File: src/rtl/uart_cmd_rx_if.sv
// Bundle of the serial input and the command/status outputs of uart_cmd_rx.
// The slave modport is the receiver's view; master is the host-side view.
interface uart_cmd_rx_if;
    logic        rx_in;
    logic        cmd_valid;
    logic [7:0]  cmd_code;
    logic [15:0] cmd_data;
    logic        frame_err;
    logic        chk_err;
    logic        busy;

    modport master (
        output rx_in,
        input  cmd_valid, cmd_code, cmd_data, frame_err, chk_err, busy
    );

    modport slave (
        input  rx_in,
        output cmd_valid, cmd_code, cmd_data, frame_err, chk_err, busy
    );
endinterface

File: src/rtl/uart_cmd_rx.sv
// Host-to-board command receiver: 8N1 deserialiser running on a 16x clock,
// followed by a parser for 5-byte frames {HEADER, cmd, dh, dl, cmd^dh^dl}.
module uart_cmd_rx #(
    parameter int unsigned OVERSAMPLE = 16,
    parameter logic [7:0]  HEADER     = 8'hA5,
    parameter int unsigned TIMEOUT    = 480
) (
    input logic          clock,
    input logic          reset,
    uart_cmd_rx_if.slave bus
);

    localparam int unsigned      CNT_W    = $clog2(OVERSAMPLE + 1);
    localparam int unsigned      TO_W_RAW = $clog2(TIMEOUT + 1);
    localparam int unsigned      TO_W     = (TO_W_RAW > 9) ? TO_W_RAW : 9;
    localparam logic [CNT_W-1:0] CNT_ONE  = CNT_W'(1);
    localparam logic [CNT_W-1:0] HALF_M1  = CNT_W'(OVERSAMPLE / 2 - 1);
    localparam logic [CNT_W-1:0] FULL     = CNT_W'(OVERSAMPLE);
    localparam logic [TO_W-1:0]  TO_ONE   = TO_W'(1);
    localparam logic [TO_W-1:0]  TO_LIM   = TO_W'(TIMEOUT);

    typedef enum logic [2:0] {
        S_IDLE,
        S_START,
        S_DATA,
        S_STOP,
        S_WAIT_HIGH
    } bit_state_t;

    typedef enum logic [2:0] {
        P_HDR,
        P_CMD,
        P_DH,
        P_DL,
        P_CHK
    } parse_state_t;

    logic             r_sync1;
    logic             r_sync2;
    logic             w_rx_s;
    logic             w_start_edge;

    bit_state_t       r_bstate;
    logic [CNT_W-1:0] r_bcnt;
    logic [2:0]       r_bit_idx;
    logic [7:0]       r_shift;
    logic             r_byte_valid;
    logic             r_frame_err;

    parse_state_t     r_pstate;
    logic [TO_W-1:0]  r_idle_cnt;
    logic [7:0]       r_sh_cmd;
    logic [7:0]       r_sh_dh;
    logic [7:0]       r_sh_dl;
    logic             r_cmd_valid;
    logic             r_chk_err;
    logic [7:0]       r_cmd_code;
    logic [15:0]      r_cmd_data;
    logic             r_busy;

    assign w_rx_s       = r_sync2;
    assign w_start_edge = (r_bstate == S_IDLE) && !w_rx_s;

    // Two-flop synchroniser for the asynchronous serial line (idles high).
    always_ff @(posedge clock) begin
        if (!reset) begin
            r_sync1 <= 1'b1;
            r_sync2 <= 1'b1;
        end else begin
            r_sync1 <= bus.rx_in;
            r_sync2 <= r_sync1;
        end
    end

    // Bit FSM: start validation, 8 LSB-first data bits, stop check, break hold-off.
    // r_bcnt counts cycles since the start edge (or since the previous sample),
    // so the start sample lands OVERSAMPLE/2-1 cycles after the edge.
    always_ff @(posedge clock) begin
        if (!reset) begin
            r_bstate     <= S_IDLE;
            r_bcnt       <= '0;
            r_bit_idx    <= '0;
            r_shift      <= '0;
            r_byte_valid <= 1'b0;
            r_frame_err  <= 1'b0;
        end else begin
            r_byte_valid <= 1'b0;
            r_frame_err  <= 1'b0;
            case (r_bstate)
                S_IDLE: begin
                    r_bcnt <= '0;
                    if (!w_rx_s) begin
                        r_bstate <= S_START;
                        r_bcnt   <= CNT_ONE;
                    end
                end
                S_START: begin
                    if (r_bcnt == HALF_M1) begin
                        if (w_rx_s) begin
                            r_bstate <= S_IDLE;
                            r_bcnt   <= '0;
                        end else begin
                            r_bstate  <= S_DATA;
                            r_bcnt    <= CNT_ONE;
                            r_bit_idx <= '0;
                        end
                    end else begin
                        r_bcnt <= r_bcnt + CNT_ONE;
                    end
                end
                S_DATA: begin
                    if (r_bcnt == FULL) begin
                        r_shift   <= {w_rx_s, r_shift[7:1]};
                        r_bcnt    <= CNT_ONE;
                        r_bit_idx <= r_bit_idx + 3'd1;
                        if (r_bit_idx == 3'd7) begin
                            r_bstate <= S_STOP;
                        end
                    end else begin
                        r_bcnt <= r_bcnt + CNT_ONE;
                    end
                end
                S_STOP: begin
                    if (r_bcnt == FULL) begin
                        r_bcnt <= '0;
                        if (w_rx_s) begin
                            r_byte_valid <= 1'b1;
                            r_bstate     <= S_IDLE;
                        end else begin
                            r_frame_err <= 1'b1;
                            r_bstate    <= S_WAIT_HIGH;
                        end
                    end else begin
                        r_bcnt <= r_bcnt + CNT_ONE;
                    end
                end
                S_WAIT_HIGH: begin
                    if (w_rx_s) begin
                        r_bstate <= S_IDLE;
                    end
                end
                default: begin
                    r_bstate <= S_IDLE;
                    r_bcnt   <= '0;
                end
            endcase
        end
    end

    // Parser FSM with inter-byte idle timeout; outputs load only on an accepted frame.
    always_ff @(posedge clock) begin
        if (!reset) begin
            r_pstate    <= P_HDR;
            r_idle_cnt  <= '0;
            r_sh_cmd    <= '0;
            r_sh_dh     <= '0;
            r_sh_dl     <= '0;
            r_cmd_valid <= 1'b0;
            r_chk_err   <= 1'b0;
            r_cmd_code  <= '0;
            r_cmd_data  <= '0;
            r_busy      <= 1'b0;
        end else begin
            r_cmd_valid <= 1'b0;
            r_chk_err   <= 1'b0;
            if (r_byte_valid) begin
                r_idle_cnt <= '0;
                case (r_pstate)
                    P_HDR: begin
                        if (r_shift == HEADER) begin
                            r_pstate <= P_CMD;
                            r_busy   <= 1'b1;
                        end
                    end
                    P_CMD: begin
                        r_sh_cmd <= r_shift;
                        r_pstate <= P_DH;
                    end
                    P_DH: begin
                        r_sh_dh  <= r_shift;
                        r_pstate <= P_DL;
                    end
                    P_DL: begin
                        r_sh_dl  <= r_shift;
                        r_pstate <= P_CHK;
                    end
                    P_CHK: begin
                        if (r_shift == (r_sh_cmd ^ r_sh_dh ^ r_sh_dl)) begin
                            r_cmd_code  <= r_sh_cmd;
                            r_cmd_data  <= {r_sh_dh, r_sh_dl};
                            r_cmd_valid <= 1'b1;
                        end else begin
                            r_chk_err <= 1'b1;
                        end
                        r_pstate <= P_HDR;
                        r_busy   <= 1'b0;
                    end
                    default: begin
                        r_pstate <= P_HDR;
                        r_busy   <= 1'b0;
                    end
                endcase
            end else if (r_frame_err) begin
                r_pstate   <= P_HDR;
                r_busy     <= 1'b0;
                r_idle_cnt <= '0;
            end else if (w_start_edge) begin
                r_idle_cnt <= '0;
            end else if ((r_pstate != P_HDR) && (r_bstate == S_IDLE)) begin
                if (r_idle_cnt == TO_LIM) begin
                    r_pstate   <= P_HDR;
                    r_busy     <= 1'b0;
                    r_idle_cnt <= '0;
                end else begin
                    r_idle_cnt <= r_idle_cnt + TO_ONE;
                end
            end
        end
    end

    assign bus.cmd_valid = r_cmd_valid;
    assign bus.cmd_code  = r_cmd_code;
    assign bus.cmd_data  = r_cmd_data;
    assign bus.frame_err = r_frame_err;
    assign bus.chk_err   = r_chk_err;
    assign bus.busy      = r_busy;

endmodule

File: src/flat_wrapper.sv
// flat-port wrapper written by rule: the top's interface ports become plain ports
module uart_cmd_rx_flat 
#(
    parameter int unsigned OVERSAMPLE = 16,
    parameter logic [7:0]  HEADER     = 8'hA5,
    parameter int unsigned TIMEOUT    = 480
)
  (clock, reset, bus_rx_in, bus_cmd_valid, bus_cmd_code, bus_cmd_data, bus_frame_err, bus_chk_err, bus_busy);
  uart_cmd_rx_if bus_i ();
  input logic clock;
  input logic reset;
  input wire logic [$bits(bus_i.rx_in)-1:0] bus_rx_in;
  output wire logic [$bits(bus_i.cmd_valid)-1:0] bus_cmd_valid;
  output wire logic [$bits(bus_i.cmd_code)-1:0] bus_cmd_code;
  output wire logic [$bits(bus_i.cmd_data)-1:0] bus_cmd_data;
  output wire logic [$bits(bus_i.frame_err)-1:0] bus_frame_err;
  output wire logic [$bits(bus_i.chk_err)-1:0] bus_chk_err;
  output wire logic [$bits(bus_i.busy)-1:0] bus_busy;
  assign bus_i.rx_in = bus_rx_in;
  assign bus_cmd_valid = bus_i.cmd_valid;
  assign bus_cmd_code = bus_i.cmd_code;
  assign bus_cmd_data = bus_i.cmd_data;
  assign bus_frame_err = bus_i.frame_err;
  assign bus_chk_err = bus_i.chk_err;
  assign bus_busy = bus_i.busy;
  uart_cmd_rx #(.OVERSAMPLE(OVERSAMPLE), .HEADER(HEADER), .TIMEOUT(TIMEOUT)) u_core (.clock(clock), .reset(reset), .bus(bus_i));
endmodule
File: config.mk
export PLATFORM = sky130hd
export DESIGN_NAME = uart_cmd_rx_flat
export DESIGN_NICKNAME = d
export VERILOG_FILES = /design/src/rtl/uart_cmd_rx_if.sv /design/src/rtl/uart_cmd_rx.sv /design/src/flat_wrapper.sv
export SDC_FILE = /design/constraint.sdc
export NUM_CORES = 1
export LEC_CHECK = 0
export CORE_MARGIN = 2
export CORE_UTILIZATION = 35
export CTS_CLUSTER_DIAMETER = 150
export DETAILED_ROUTE_END_ITERATION = 8
export GPL_ROUTABILITY_DRIVEN = 0
export SKIP_CTS_REPAIR_TIMING = 1
export SLEW_MARGIN = 20
export SYNTH_ARGS = -nofsm -noshare
export SYNTH_HDL_FRONTEND = slang
export SYNTH_SLANG_ARGS = --single-unit
export TNS_END_PERCENT = 50
File: constraint.sdc
create_clock -name clock -period 5.2 [get_ports clock]
set_clock_uncertainty 0.1 [all_clocks]
set_input_delay 0.78 -clock clock [delete_from_list [all_inputs] [get_ports clock]]
set_output_delay 0.78 -clock clock [all_outputs]
set_load 0.05 [all_outputs]
# Word-level counts from Yosys, hierarchy flattened
# Index checks and enable logic that the tools add are counted.
# classes
addsub	3
multipliers	0
n_div	0
magnitude_cmp	0
eq_ne	24
shift	0
muxes	37
bitwise_logic	3
n_reduce_logical	22
# ops
op	count
$mux W3	16
$pmux W5 S5	1
$xor A8 B8 Y8	2
$mux W5	3
$pmux W3 S5	1
$eq A3 B2 Y1 const B	4
$pmux W3 S4	1
$mux W1	11
$ne A2 B1 Y1 const B	5
$add A9 B1 Y9 const B	1
$eq A3 B3 Y1 const B	3
$eq A9 B9 Y1 const B	1
$mux W9	1
$reduce_and A3 Y1	3
$reduce_bool A3 Y1	3
$eq A8 B8 Y1	1
$eq A8 B8 Y1 const B	1
$reduce_and A2 Y1	4
$reduce_and A4 Y1	2
$eq A3 B1 Y1 const B	2
$logic_not A3 Y1	2
$ne A2 B2 Y1 const B	3
$ne A3 B3 Y1 const B	2
$pmux W3 S2	1
14 further kinds	15
# totals
register_bits	86
latch_bits	0
ramBits	0
rom_bits	0
input_bits	3
out_inout_bits	28
mem_count	0

# Longest topological paths before layout
# Gate-level depths: netlist of the first run.
# logic_depth
depth_word	6
ltp_mapped	8
ltp_nobuf	7

# Worst setup path after synthesis of the first run
# Ideal clock, no wire load.
# synth_path
path_kind	flip-flop to flip-flop
from	reg u_core.r_bstate[0]
to	reg u_core.r_idle_cnt[6]
setup_ps	70
arrival_time_ps	1800
setup_slack_ps	3230
stages_incl_launch_ff	6
path_cell_list	dfxtp_1 -> buf_2 -> or3_4 -> or4b_4 -> or3_1 -> a21oi_1
# synth_via
elab_chain_cells	3
# synth_lines
item	line	rtl
from (decl)	uart_cmd_rx.sv:43	bit_state_t r_bstate;
from (signal assigned)	uart_cmd_rx.sv:80	r_bstate <= S_IDLE;
from (signal assigned)	uart_cmd_rx.sv:93	r_bstate <= S_START;
from (signal assigned)	uart_cmd_rx.sv:100	r_bstate <= S_IDLE;
$logic_not A3 Y1 (*)	uart_cmd_rx.sv:62, uart_cmd_rx.sv:209	
$logic_and A1 B1 Y1	uart_cmd_rx.sv:62	assign w_start_edge = (r_bstate == S_IDLE) && !w_rx_s;
$reduce_or A4 Y1 (no line)	--	
to (signal assigned)	uart_cmd_rx.sv:215	r_idle_cnt <= r_idle_cnt + TO_ONE;
to (decl)	uart_cmd_rx.sv:51	logic [TO_W-1:0] r_idle_cnt;
# Every way passes the cells marked *; elsewhere a longest branch is shown, timed or not.
# A chain may end at the register's enable or synchronous reset.

# Worst setup path in the final report of the first run
# layout_path
from	reg u_core.r_cmd_data[8], in the netlist u_core.bus.cmd_data[8]
to	out bus_cmd_data[8]
# layout_rtl
item	line	rtl
from (decl)	uart_cmd_rx.sv:58	logic [15:0] r_cmd_data;
from (signal assigned)	uart_cmd_rx.sv:190	r_cmd_data <= {r_sh_dh, r_sh_dl};
to (decl)	flat_wrapper.sv:15	output wire logic [$bits(bus_i.cmd_data)-1:0] bus_cmd_data;
# No word-level cell between the ends.

==> results of run 1 <==
## per-layer routing
| layer | share of wire (%) | vias up | GRT usage [%] |
|---|---|---|---|
| met5 | 0 | - | 0 |
| met4 | 1.5 | 0 | 5.77 |
| met3 | 3.8 | 8 | 3.11 |
| met2 | 46 | 39 | 21.5 |
| met1 | 49 | 1287 | 17.7 |
| li1 | - | 1507 | - |
## cell type report
class                      instances  area [µm²]  area share [%]
clock inverter                     4        53.8            1.20
clock buffer                      12         165            3.69
timing repair buffer              33         318            7.09
inverter                           6        22.5           0.503
sequential                        86        1720            38.4
multi-input combinational        323        2030            45.2
tap                              140         175            3.91
## logic make-up after synthesis
logic type / Yosys count / share of synthesized area [%]
and+or+nand+nor: 199 / 24.7
DFF: 86 / 44.6
AOI/OAI and AO/OA: 51 / 9.31
xor gates and xnor gates: 34 / 7.72
muxes: 33 / 8.56
buffers and inverters: 28 / 3.18
adders and majority gates: 6 / 1.95
## registers in the layout (all words and copies together) (netlist names)
| name | count |
|---|---|
| u_core.r_bcnt | 5 |
| u_core.r_shift | 8 |
| u_core.r_bit_idx | 3 |
| u_core.bus.cmd_code | 8 |
| u_core.r_sync2 | 1 |
| u_core.r_sh_dl | 8 |
| u_core.bus.frame_err | 1 |
| u_core.r_pstate | 3 |
| u_core.r_idle_cnt | 9 |
| u_core.r_sync1 | 1 |
| u_core.r_bstate | 3 |
| u_core.bus.cmd_valid | 1 |
| u_core.r_sh_dh | 8 |
| u_core.bus.busy | 1 |
| u_core.bus.cmd_data | 16 |
| u_core.r_sh_cmd | 8 |
| u_core.r_byte_valid | 1 |
| u_core.bus.chk_err | 1 |
## power by group through the flow
stage	clock (µW)	combinational (µW)	sequential (µW)
after floorplan	0	21.1	676
after global placement	0	24.3	677
after detailed placement	0	24.8	677
after CTS	515	25.0	662
after global routing	541	27.5	662
final	499	24.6	661
## through the flow
stage	instance area, µm²	worst slack [ns]	util (%)	hold slack [ns]	total power, µW
floorplan	3860	3.23	-	0.286	697
global placement	4260	3.01	39.5	0.295	701
detailed placement	4260	2.91	39.5	0.302	702
CTS	4480	2.76	41.5	0.324	1200
global route	4480	2.73	41.5	0.342	1230
finish	4480	2.79	41.5	0.321	1180
## worst max-delay path by stage
stage,cells after the start,slack [ns],endpoint
after global routing,6,2.73,u_core.bus.cmd_data[2]
after CTS,1,2.76,bus_frame_err
after floorplan,5,3.23,u_core.r_idle_cnt[6]
after detailed placement,6,2.91,u_core.bus.cmd_data[7]
final,1,2.79,bus_cmd_data[8]
after global placement,4,3.01,u_core.bus.cmd_data[7]
## layout by cell type, fill, tap and decap left out, drive strengths merged, types with 9 or more instances in the layout
cell | netlist | layout
nand2 | 112 | 112
dfxtp | 86 | 86
xnor2 | 25 | 25
nor2b | 18 | 18
a21boi | 25 | 25
clkdlybuf4s50 | 0 | 29
mux2i | 33 | 33
xor2 | 9 | 9
clkbuf | 17 | 12
nor2 | 22 | 22
==> out/metrics.yaml, run 1 <==
drive_gt1_share_pct: 6.03
start_util_pct: 35.8
vias: 2841
overflow: 0
dpl.hpwl_um: 5170
reg2reg_slack_ns: 2.93
netlist_area_um2: 3860
portBuffers: 30
tightest_slew_ns: 0.648
grt_pass1_vias: 2678
period_minus_slack_ns: 2.41
pwr-share-comb_pct: 2.1
hold_path_class: "reg -> reg"
p_switching_uw: 254
reg2reg_to: "u_core.bus.cmd_data[2]"
final-max-slew-violation-count: 0
clk_pin_slew_ns: 0.08
yosys-top-cells-area: "dfxtp_1 (45%), nand2_1 (11%), mux2i_1 (8.6%)"
cp_max_fo: 2
ys_seq_elements: 86
holdPathEnd: "u_core.r_sync2"
routed_wl_um: 7500
p_per_area_nw_per_um2: 264
rows: 38
fmaxAchievable_mhz: 415
ys.flop_type: "dfxtp_1"
cp.required_ns: 4.32
grt_pass1_wl_um: 12600
num_antenna_cells: 0
finalSetupViolCount: 0
cts_root_buf: "clkbuf_8"
switching_share_pct: 21.5
antenna_left: 0
dpl.cell_count: 588
internal_power_uw: 930
finalSetupTns_ns: 0
worstRegToRegCells: 6
p_clk_share_pct: 42.1
slowest_stage: "clkdlybuf4s50_1"
num_io_pins: 31
clock_latency_ns: 0.36
die_y_um: 109
syn2layout_area_growth_pct: 16.1
crit_arrival_ns: 1.53
n_fill_cell: 1029
rsz0062_at_grt: "no"
cts_tree: "yes"
remaining_drc_errors: 0
synth_nets: 446
synth_cell_types: 47
syn_avg_cell_area_um2: 8.83
antenna_found_initial: 0
yosys-top-cells-count: "nand2_1 (112), dfxtp_1 (86), mux2i_1 (33)"
hold_viol_final: 0
synth_most_common_cell: "nand2_1"
worstSetupPathType: "reg -> out"
critPathLaunch: "u_core.bus.cmd_data[8]"
worstHoldPathCells: 1
hp-start: "u_core.r_sync1"
nets: 468
path_cells: "clkdlybuf4s50_1"
max-cap-violations: 0
fp.dieW_um: 109
synth.yosys.seq_area_share_pct: 44.6
cp-end-kind: "output port"
drt_iter0_markers: 148
fin_crit_sh_pct: 46.3
reg2reg_from: "u_core.r_shift[1]"
worstPathBufferInverterCount: 1
status: "complete, no violations"
synth.top_cell.area_share_pct: 44.6
p_seq_share_pct: 55.8
grt_max_degree: 74
async_flop_share_pct: 0
core_area_um2: 10800
drt_pass1_iterations: 4
syn_inst: 437
ir_drop_uv: 99.2
critPathTopFamily: "buffers and inverters"
layoutNonFillerInstCount: 604
wl_per_cell_um: 12.4
slew_headroom_pct: 56.8
yosys_warnings: 0
leakage_uw: 0.00144
crit_path_start_kind: "flip-flop"
via_per_inst: 4.70
cts.path.max_buffers: 2
max_stage_delay_ns: 0.81
synth-edff-count: 0
synth_largest_area_cell: "dfxtp_1"
cts.sinks: 86
grt_usage_pct: 13.6
dieArea_um2: 11900
numCtsBuffers: 9
htree_levels: 3
(Power assumes the default switching activity.)
==> run 2: changes to the inputs <==
==> constraint.sdc (replaced) <==
create_clock -name clock -period 2 [get_ports clock]
set_clock_uncertainty 0.1 [all_clocks]
set_input_delay 0.3 -clock clock [delete_from_list [all_inputs] [get_ports clock]]
set_output_delay 0.3 -clock clock [all_outputs]
set_load 0.05 [all_outputs]
==> run 2 against run 1 <==
Via count increased by 7.4%. Hold slack got worse by 0.10 ns. Clock-buffer cell count unchanged. Total power increased to 2.6 times the previous value. Wire length increased by 7.3%. Critical endpoint is now u_core.r_idle_cnt[6].
==> out/metrics.yaml, run 2 (same netlist as run 1, synthesis figures left out) <==
ir_drop_uv: 251  # +150%
wl_per_cell_um: 12.6  # +1.6%
hold_path_class: "in -> reg"
cts_tree: "yes"
cp-end-kind: "flip-flop"
syn2layout_area_growth_pct: 25.0
hp-start: "reset"
grt_pass1_wl_um: 13500  # +6.7%
final-max-slew-violation-count: 0  # unchanged
nets: 502  # +7.3%
overflow: 0  # unchanged
tightest_slew_ns: 0.516  # -0.132 ns
antenna_found_initial: 0  # unchanged
cts.path.max_buffers: 2  # unchanged
vias: 3050  # +7.4%
critPathLaunch: "u_core.r_bstate[2]"
cp_max_fo: 4  # +2
numCtsBuffers: 9  # unchanged
cts.sinks: 86  # unchanged
p_per_area_nw_per_um2: 633  # +140%
finalSetupViolCount: 0  # unchanged
cts_root_buf: "clkbuf_8"
drive_gt1_share_pct: 14.7  # +8.6 points
max-cap-violations: 0  # unchanged
dpl.cell_count: 617  # +4.9%
worstSetupPathType: "reg -> reg"
rows: 38  # unchanged
clk_pin_slew_ns: 0.08  # about the same
n_fill_cell: 1038  # +0.87%
fin_hold_ws_ns: 0.218  # -0.103 ns
fmaxAchievable_mhz: 516
num_antenna_cells: 0  # unchanged
core_area_um2: 10800  # unchanged
layoutNonFillerInstCount: 638  # +5.6%
hold_viol_final: 0  # unchanged
crit_arrival_ns: 2.12  # +0.59 ns
remaining_drc_errors: 0  # unchanged
slew_headroom_pct: 65.5  # +8.7 points
fin_crit_sh_pct: 96.8
status: "complete, no violations"
layout_commonest_cell: "nand2_1"
die_y_um: 109  # unchanged
routed_wl_um: 8040  # +7.3%
grt_max_degree: 32  # -57%
grt_usage_pct: 14.4  # +0.89 points
drt_iter0_markers: 121  # -18%
antenna_left: 0  # unchanged
fp.dieW_um: 109  # unchanged
dpl.hpwl_um: 5510  # +6.5%
crit_path_start_kind: "flip-flop"
dieArea_um2: 11900  # unchanged
grt_pass1_vias: 2888  # +7.8%
clock_latency_ns: 0.36  # about the same
layout_common_cells: "nand2_1 (112), dfxtp_1 (79), buf_4 (34), mux2i_1 (33), clkdlybuf4s50_1 (28)"
drt_pass1_iterations: 4  # unchanged
leakage_uw: 0.00167  # +16%
largest_register_ffs: 16  # unchanged
cp.required_ns: 2.18  # -2.14 ns
portBuffers: 30  # unchanged
period_minus_slack_ns: 1.94
reg2reg_from: "u_core.r_bstate[2]"
htree_levels: 3  # unchanged
rsz0062_at_grt: "yes"
finalPower_uw: 3050  # +160%
num_io_pins: 31  # unchanged
start_util_pct: 35.8  # unchanged
via_per_inst: 4.78  # +1.6%
## run 2: cell count changes in the layout (fill, tap and decap cells not counted), sizes merged
cell and change:
inv +1, clkbuf +1, dlymetal6s2s +1, clkinv -1
clkdlybuf4s50 -1, buf +33
## run 2: area by class of cell
| class | instances | area, µm² | share of cell area, % |
|---|---|---|---|
| Multi-Input combinational cell | 323 | 2070 | 42.9 |
| Sequential cell | 86 | 1730 | 35.9 |
| Timing Repair Buffer | 67 | 618 | 12.8 |
| Tap cell | 140 | 175 | 3.63 |
| Clock buffer | 12 | 155 | 3.22 |
| Clock inverter | 4 | 53.8 | 1.12 |
| Inverter | 6 | 22.5 | 0.467 |
## run 2: worst paths after layout
path / endpoint / slack (ns) / cells after the start
max: u_core.r_idle_cnt[6] / 0.06 / 4
min: u_core.r_sync1 / 0.22 / 2
max reg2reg: u_core.r_idle_cnt[6] / 0.06 / 4
min reg2reg: u_core.r_sync2 / 0.32 / 1
## run 2: stage by stage
step / area [µm²] / setup WS, ns / TNS (ns) / util (%)
floorplan: 3860 / 0.0297 / 0 / -
global placement: 4500 / -0.00742 / -0.00742 / 41.7
detailed placement: 4500 / -0.0278 / -0.0465 / 41.7
CTS: 4710 / -0.0556 / -0.116 / 43.6
global route: 4820 / -0.0128 / -0.0301 / 44.7
finish: 4820 / 0.0638 / 0 / 44.7
## run 2: power breakdown
| group | switching (µW) | internal (µW) | total, µW |
|---|---|---|---|
| registers | 3.36 | 1710 | 1720 |
| clock network | 610 | 650 | 1260 |
| logic | 44.2 | 30.8 | 75.0 |
## run 2: routing by layer
layer  vias up  GRT usage, %  part of all wire (%)
li1       1575             -                     -
met1      1429          18.7                    48
met2        32          22.8                    47
met3        14          3.05                   2.3
met4         0          6.96                   2.3
met5         -             0                     0
## run 2: critical path, cell delays in order (launching register included)
cell and delay (ns):
dfxtp_1 0.31, or3_4 0.40, or4b_4 0.55, or3_1 0.36
a21oi_1 0.14
